<file path="src/rtl/alu_seq.sv">
// alu_seq: parametrised sequential ALU with iterative shifts and shift-add multiply
//   clk, rst_n            : clock, asynchronous active-low reset
//   in_valid / in_ready   : request handshake, op accepted when both high on an edge
//   a, b, sel             : operands and opcode, captured at acceptance
//   out_valid             : one-cycle pulse qualifying f / ovf / take_branch
//   f, ovf, take_branch   : registered result, overflow flag, branch decision
module alu_seq #(
   parameter int WIDTH = 16,
   parameter int SW    = $clog2(WIDTH)
) (
   input  logic             clk,
   input  logic             rst_n,
   input  logic             in_valid,
   output logic             in_ready,
   input  logic [WIDTH-1:0] a,
   input  logic [WIDTH-1:0] b,
   input  logic [3:0]       sel,
   output logic             out_valid,
   output logic [WIDTH-1:0] f,
   output logic             ovf,
   output logic             take_branch
);
   typedef enum logic [1:0] {IDLE, EXEC, DONE} state_t;
   state_t               state_q, state_d;
   logic [WIDTH-1:0]     f_q, f_d, b_q, b_d;
   logic                 ovf_q, ovf_d, br_q, br_d;
   logic [3:0]           sel_q, sel_d;
   logic [SW:0]          cnt_q, cnt_d;
   logic [2*WIDTH-1:0]   work_q, work_d, mcand_q, mcand_d;
   logic [WIDTH-1:0]     sum, diff, r1_f, sh_nx;
   logic [2*WIDTH-1:0]   acc_nx;
   logic [SW-1:0]        k;
   logic                 r1_ovf, r1_br, accept, multi, is_mul;

   assign k        = b[SW-1:0];
   assign sum      = a + b;
   assign diff     = a - b;
   assign accept   = in_valid && in_ready;
   assign multi    = ((sel == 4'd6 || sel == 4'd7) && k != '0) || sel == 4'd11;
   assign is_mul   = sel_q == 4'd11;
   // one bit position per iteration; work_q low half holds the shifting operand
   assign sh_nx    = sel_q == 4'd6 ? {work_q[WIDTH-1], work_q[WIDTH-1:1]} : {work_q[WIDTH-2:0], 1'b0};
   // shift-add: b_q supplies one multiplier bit per cycle, mcand_q doubles each cycle
   assign acc_nx   = work_q + (b_q[0] ? mcand_q : '0);
   assign in_ready = state_q != EXEC;
   assign out_valid = state_q == DONE;
   assign f        = f_q;
   assign ovf      = ovf_q;
   assign take_branch = br_q;

   // single-cycle results; shifts only reach here with k=0, so f=a
   always_comb begin
      r1_f   = '0;
      r1_ovf = 1'b0;
      r1_br  = 1'b0;
      case (sel)
         4'd0: begin
            r1_f   = sum;
            r1_ovf = (a[WIDTH-1] == b[WIDTH-1]) && (sum[WIDTH-1] != a[WIDTH-1]);
         end
         4'd1: begin
            r1_f   = diff;
            r1_ovf = (a[WIDTH-1] != b[WIDTH-1]) && (diff[WIDTH-1] != a[WIDTH-1]);
         end
         4'd2:       r1_f  = ~b;
         4'd3:       r1_f  = a & b;
         4'd4:       r1_f  = a | b;
         4'd5:       r1_f  = a ^ b;
         4'd6, 4'd7: r1_f  = a;
         4'd8:       r1_br = a == b;
         4'd9:       r1_br = a != b;
         4'd10:      r1_br = $signed(a) < $signed(b);
         default:    ;
      endcase
   end

   always_comb begin
      state_d = state_q;
      f_d     = f_q;
      ovf_d   = ovf_q;
      br_d    = br_q;
      b_d     = b_q;
      sel_d   = sel_q;
      cnt_d   = cnt_q;
      work_d  = work_q;
      mcand_d = mcand_q;
      if (state_q == EXEC) begin
         work_d  = is_mul ? acc_nx : {{WIDTH{1'b0}}, sh_nx};
         mcand_d = mcand_q << 1;
         b_d     = b_q >> 1;
         cnt_d   = cnt_q - 1'b1;
         if (cnt_q == (SW+1)'(1)) begin
            state_d = DONE;
            f_d     = is_mul ? acc_nx[WIDTH-1:0] : sh_nx;
            ovf_d   = is_mul && |acc_nx[2*WIDTH-1:WIDTH];
            br_d    = 1'b0;
         end
      end else if (accept) begin
         sel_d = sel;
         b_d   = b;
         if (multi) begin
            state_d = EXEC;
            cnt_d   = sel == 4'd11 ? (SW+1)'(WIDTH) : {1'b0, k};
            work_d  = sel == 4'd11 ? '0 : {{WIDTH{1'b0}}, a};
            mcand_d = {{WIDTH{1'b0}}, a};
         end else begin
            state_d = DONE;
            f_d     = r1_f;
            ovf_d   = r1_ovf;
            br_d    = r1_br;
         end
      end else begin
         state_d = IDLE;
      end
   end

   always_ff @(posedge clk or negedge rst_n) begin
      if (!rst_n) begin
         state_q <= IDLE;
         f_q     <= '0;
         ovf_q   <= 1'b0;
         br_q    <= 1'b0;
         b_q     <= '0;
         sel_q   <= '0;
         cnt_q   <= '0;
         work_q  <= '0;
         mcand_q <= '0;
      end else begin
         state_q <= state_d;
         f_q     <= f_d;
         ovf_q   <= ovf_d;
         br_q    <= br_d;
         b_q     <= b_d;
         sel_q   <= sel_d;
         cnt_q   <= cnt_d;
         work_q  <= work_d;
         mcand_q <= mcand_d;
      end
   end
endmodule

</file>
<file path="config.mk">
export PLATFORM = sky130hd
export DESIGN_NAME = alu_seq
export DESIGN_NICKNAME = d
export VERILOG_FILES = /design/src/rtl/alu_seq.sv
export SDC_FILE = /design/constraint.sdc
export NUM_CORES = 1
export LEC_CHECK = 0
export CAP_MARGIN = 20
export CORE_ASPECT_RATIO = 0.8
export CORE_MARGIN = 3
export CORE_UTILIZATION = 50
export DETAILED_ROUTE_END_ITERATION = 10
export GPL_TIMING_DRIVEN = 0
export PLACE_DENSITY = 0.8
export SYNTH_ARGS = -nofsm -noshare
export SYNTH_HDL_FRONTEND = slang
export SYNTH_SLANG_ARGS = --single-unit
</file>
<file path="constraint.sdc">
create_clock -name clk -period 7.2 [get_ports clk]
set_input_delay 1.08 -clock clk [delete_from_list [all_inputs] [get_ports clk]]
set_output_delay 1.08 -clock clk [all_outputs]
set_load 0.1 [all_outputs]
</file>
==> out/qor.txt <==
Synth Register Bits -> 109
Mux share of post-synthesis cell area -> 4.76%
Fin nets -> 1351
Gr ovfl total -> 0
VDD IR-drop max -> 195 uV
R2R depth -> 13
Largest family of logic cells by synthesized area -> compound AO/OA/AOI/OAI gates
Dpl ws -> 2.40 ns
Fmax -> 0.208 GHz
Main synth FF type -> dfrtp_1
Leak -> 4.72 nW
Sequential fraction of the synthesis area -> 29.2%
Core ar. -> 18200 um^2
Reg-to-reg endpoint -> ovf
Fin Setup TNS -> 0 ns
Share of cells above drive strength 1 -> 3.41%
RSZ-0062 raised after global routing -> no
Die X -> 159 um
Adder-cell share of the synthesized area -> 11.5%
Instance area at placement -> 10300 um^2
Post-CTS sizing -> 0
Crit start category -> register
Ys async rst share -> 100%
Fin cells -> 1486
Period minus WS final -> 4.81 ns
Post-CTS Setup Inserts -> 0
Final worst setup slack -> 2.39 ns
Initial Util -> 51.3%
Cell count after synthesis -> 1158
Post-DP HPWL -> 24100 um
Crit Path Category -> reg -> out
Crit Path Max Fanout -> 10
Final Instance Area -> 10600 um^2
Final Max Slew Viols -> 0
Synth Area in Compound Gates -> 26.8%
Syn nets -> 1281
Die Height -> 128 um
Row count -> 44
Area Overhead vs Synth -> 13.1%
Detailed Route WL -> 31200 um
CTS tree -> yes
N_diodes -> 0
Status -> finished clean
WL/cell -> 21.0 um
Syn_area_per_cell -> 8.08 um^2
Worst-margin pin slew -> 0.976 ns
Reg2Reg Launch Point -> b_q[0]
Critical Path AT -> 3.73 ns
Simple-Gate Fraction of Synth Area -> 19.6%
Crit. End Element -> output port
I/O pin total -> 59
Number of global-route vias before repair -> 8741
Vias per cell -> 6.38
PortBufs -> 57
Clock Skew -> 0.0162 ns
CTS buffer count -> 9
Global-route wire length before repair -> 49000 um
Final setup vio count -> 0
Synthesis warning total -> 0
Placed cells -> 1469
Post-Syn Area -> 9350 um^2
DRC viols -> 0
CP required -> 6.12 ns
Internal reg-to-reg setup slack -> 3.21 ns
Vias -> 9478
Max Cap Viol -> 0
Total track usage -> 30.0%
Relative slew slack -> 34.7%
Clock-pin slew on the worst setup and hold paths -> 0.09 ns
DRT Pass-1 Iters -> 5
Die footprint -> 20400 um^2
Crit path capture -> in_ready
Crit share post-route -> 66.8%
Crit path from -> state_q[0]
GPL Wtd Cong -> 0.982
Netlist cell types -> 76
Clk sink count -> 109
Antenna violations before repair -> 0
Pin count of the biggest net entering global routing -> 64
Clock tree buffer depth -> 2
Post-synth EDFFs -> 0
Final hold viol count -> 0
CTS H-tree lvls -> 3
Clock Latency Late Sink -> 0.37 ns
Hold Buf Count CTS -> 0
Worst min-delay path class -> reg -> reg
Pwr dens -> 280 nW/um^2
ANT nets after route -> 0
Post-Synth XOR/XNOR Area -> 3.00%
Root Driver -> clkbuf_16
Drt initial violations -> 1224
-- stage by stage --
step / hold slack (ns) / total power (W) / util, %
5_1_grt: 0.521 / 0.00312 / 58.0
3_3_place_gp: 0.457 / 0.00237 / 56.2
3_5_place_dp: 0.464 / 0.00241 / 56.3
4_1_cts: 0.485 / 0.00293 / 58.0
2_1_floorplan: 0.449 / 0.00200 / -
6_report: 0.484 / 0.00296 / 58.0
-- worst max-delay path, stage by stage (launching register included) --
cell	delay (ns)
dfrtp_1	0.38
nor2b_1	0.15
inv_1	0.06
clkbuf_1	0.41
clkbuf_1	0.52
clkbuf_1	0.58
clkdlybuf4s50_1	1.26
-- state kept, by name (all words and copies together) (netlist names) --
name and flops:
take_branch 1, sel_q 4, ovf 1, state_q 2
mcand_q 32, cnt_q 5, b_q 16, work_q 32
f 16
-- power breakdown --
part / total, W / internal (W) / switching [W] / leakage [nW]
combinational: 0.00148 / 0.000536 / 0.000945 / 3.19
clock: 0.000515 / 0.000247 / 0.000267 / 0.149
sequential: 0.000961 / 0.000789 / 0.000172 / 1.38
total: 0.00296 / 0.00157 / 0.00138 / 4.72
-- layout make-up --
cell class	instances	area, um^2
multi-input combinational	923	6140
sequential	109	2730
buffer	72	284
clock inverter	7	77.6
inverter	54	203
clock buffer	9	225
fill	1641	7650
timing repair buffer	59	603
tap	253	317
-- cells in the final DEF, fill, tap and decap left out, types with 9 or more instances in the layout --
cell type	netlist	layout
o211ai_1	17	17
a21oi_1	85	85
o21ai_1	9	9
nand3_1	20	20
a21o_1	16	16
nor3_1	24	24
a221o_1	13	13
ha_1	81	81
and2_1	35	35
inv_1	54	54
a22oi_1	14	14
a22o_1	17	17
clkdlybuf4s50_1	0	56
mux2i_1	40	40
clkbuf_1	63	63
and3_1	9	9
nor2_1	102	102
nand2_1	144	144
xnor2_1	21	21
a31oi_1	27	27
dfrtp_1	109	109
xor2_1	11	11
clkbuf_16	0	9
a211oi_1	23	23
o21ai_0	76	76
-- Yosys cell counts, types with 4 or more instances --
library cell,instances,area (um^2)
a21oi_1,85,425
a31oi_1,27,169
a21o_1,16,120
a311oi_1,6,52.6
o21bai_1,7,52.6
buf_1,5,18.8
nand2_1,144,541
o21ai_0,76,380
nand4b_1,4,35.0
a2111oi_0,4,35.0
mux2_2,4,45.0
nand2b_1,5,31.3
o21ai_1,9,45.0
nor2b_1,6,37.5
nor4_1,8,50.1
o22ai_1,7,43.8
dfrtp_1,109,2730
mux2i_1,40,400
a211o_1,6,52.6
o31a_1,4,35.0
o31ai_1,7,52.6
nor2_1,102,383
o211ai_1,17,128
and3_1,9,56.3
a211oi_1,23,173
a221oi_1,5,43.8
a22oi_1,14,105
xnor2_1,21,184
nand3_1,20,100
ha_1,81,1010
a221o_1,13,130
o21a_1,7,52.6
xor2_1,11,96.3
nor3_1,24,120
clkbuf_1,63,236
inv_1,54,203
a22o_1,17,149
nor3b_1,5,37.5
nand4_1,7,43.8
and2_1,35,219
or3_1,6,37.5
-- cell families after synthesis --
logic type / count (synthesis)
and+or+nand+nor: 389
xor gates and xnor gates: 32
adders and majority gates: 84
buffers and inverters: 126
DFF: 109
AOI/OAI and AO/OA: 374
muxes: 44
-- worst min path at each step --
stage	from	end	slack (ns)	cells past startpoint
global route	b_q[14]	b_q[13]	0.52	2
floorplan	b_q[1]	b_q[0]	0.45	2
global placement	b_q[1]	b_q[0]	0.46	2
CTS	b_q[2]	b_q[1]	0.48	2
detailed placement	b_q[2]	b_q[1]	0.46	2
finish	b_q[2]	b_q[1]	0.48	2
-- per-layer routing --
metal / global-route usage [%] / wire (um) / up-vias
met2: 43.5 / 12800 / 556
li1: - / - / 4348
met5: 0 / 0 / -
met4: 6.23 / 395 / 0
met1: 45.3 / 14300 / 4534
met3: 7.63 / 3690 / 40
(Power assumes the default switching activity.)
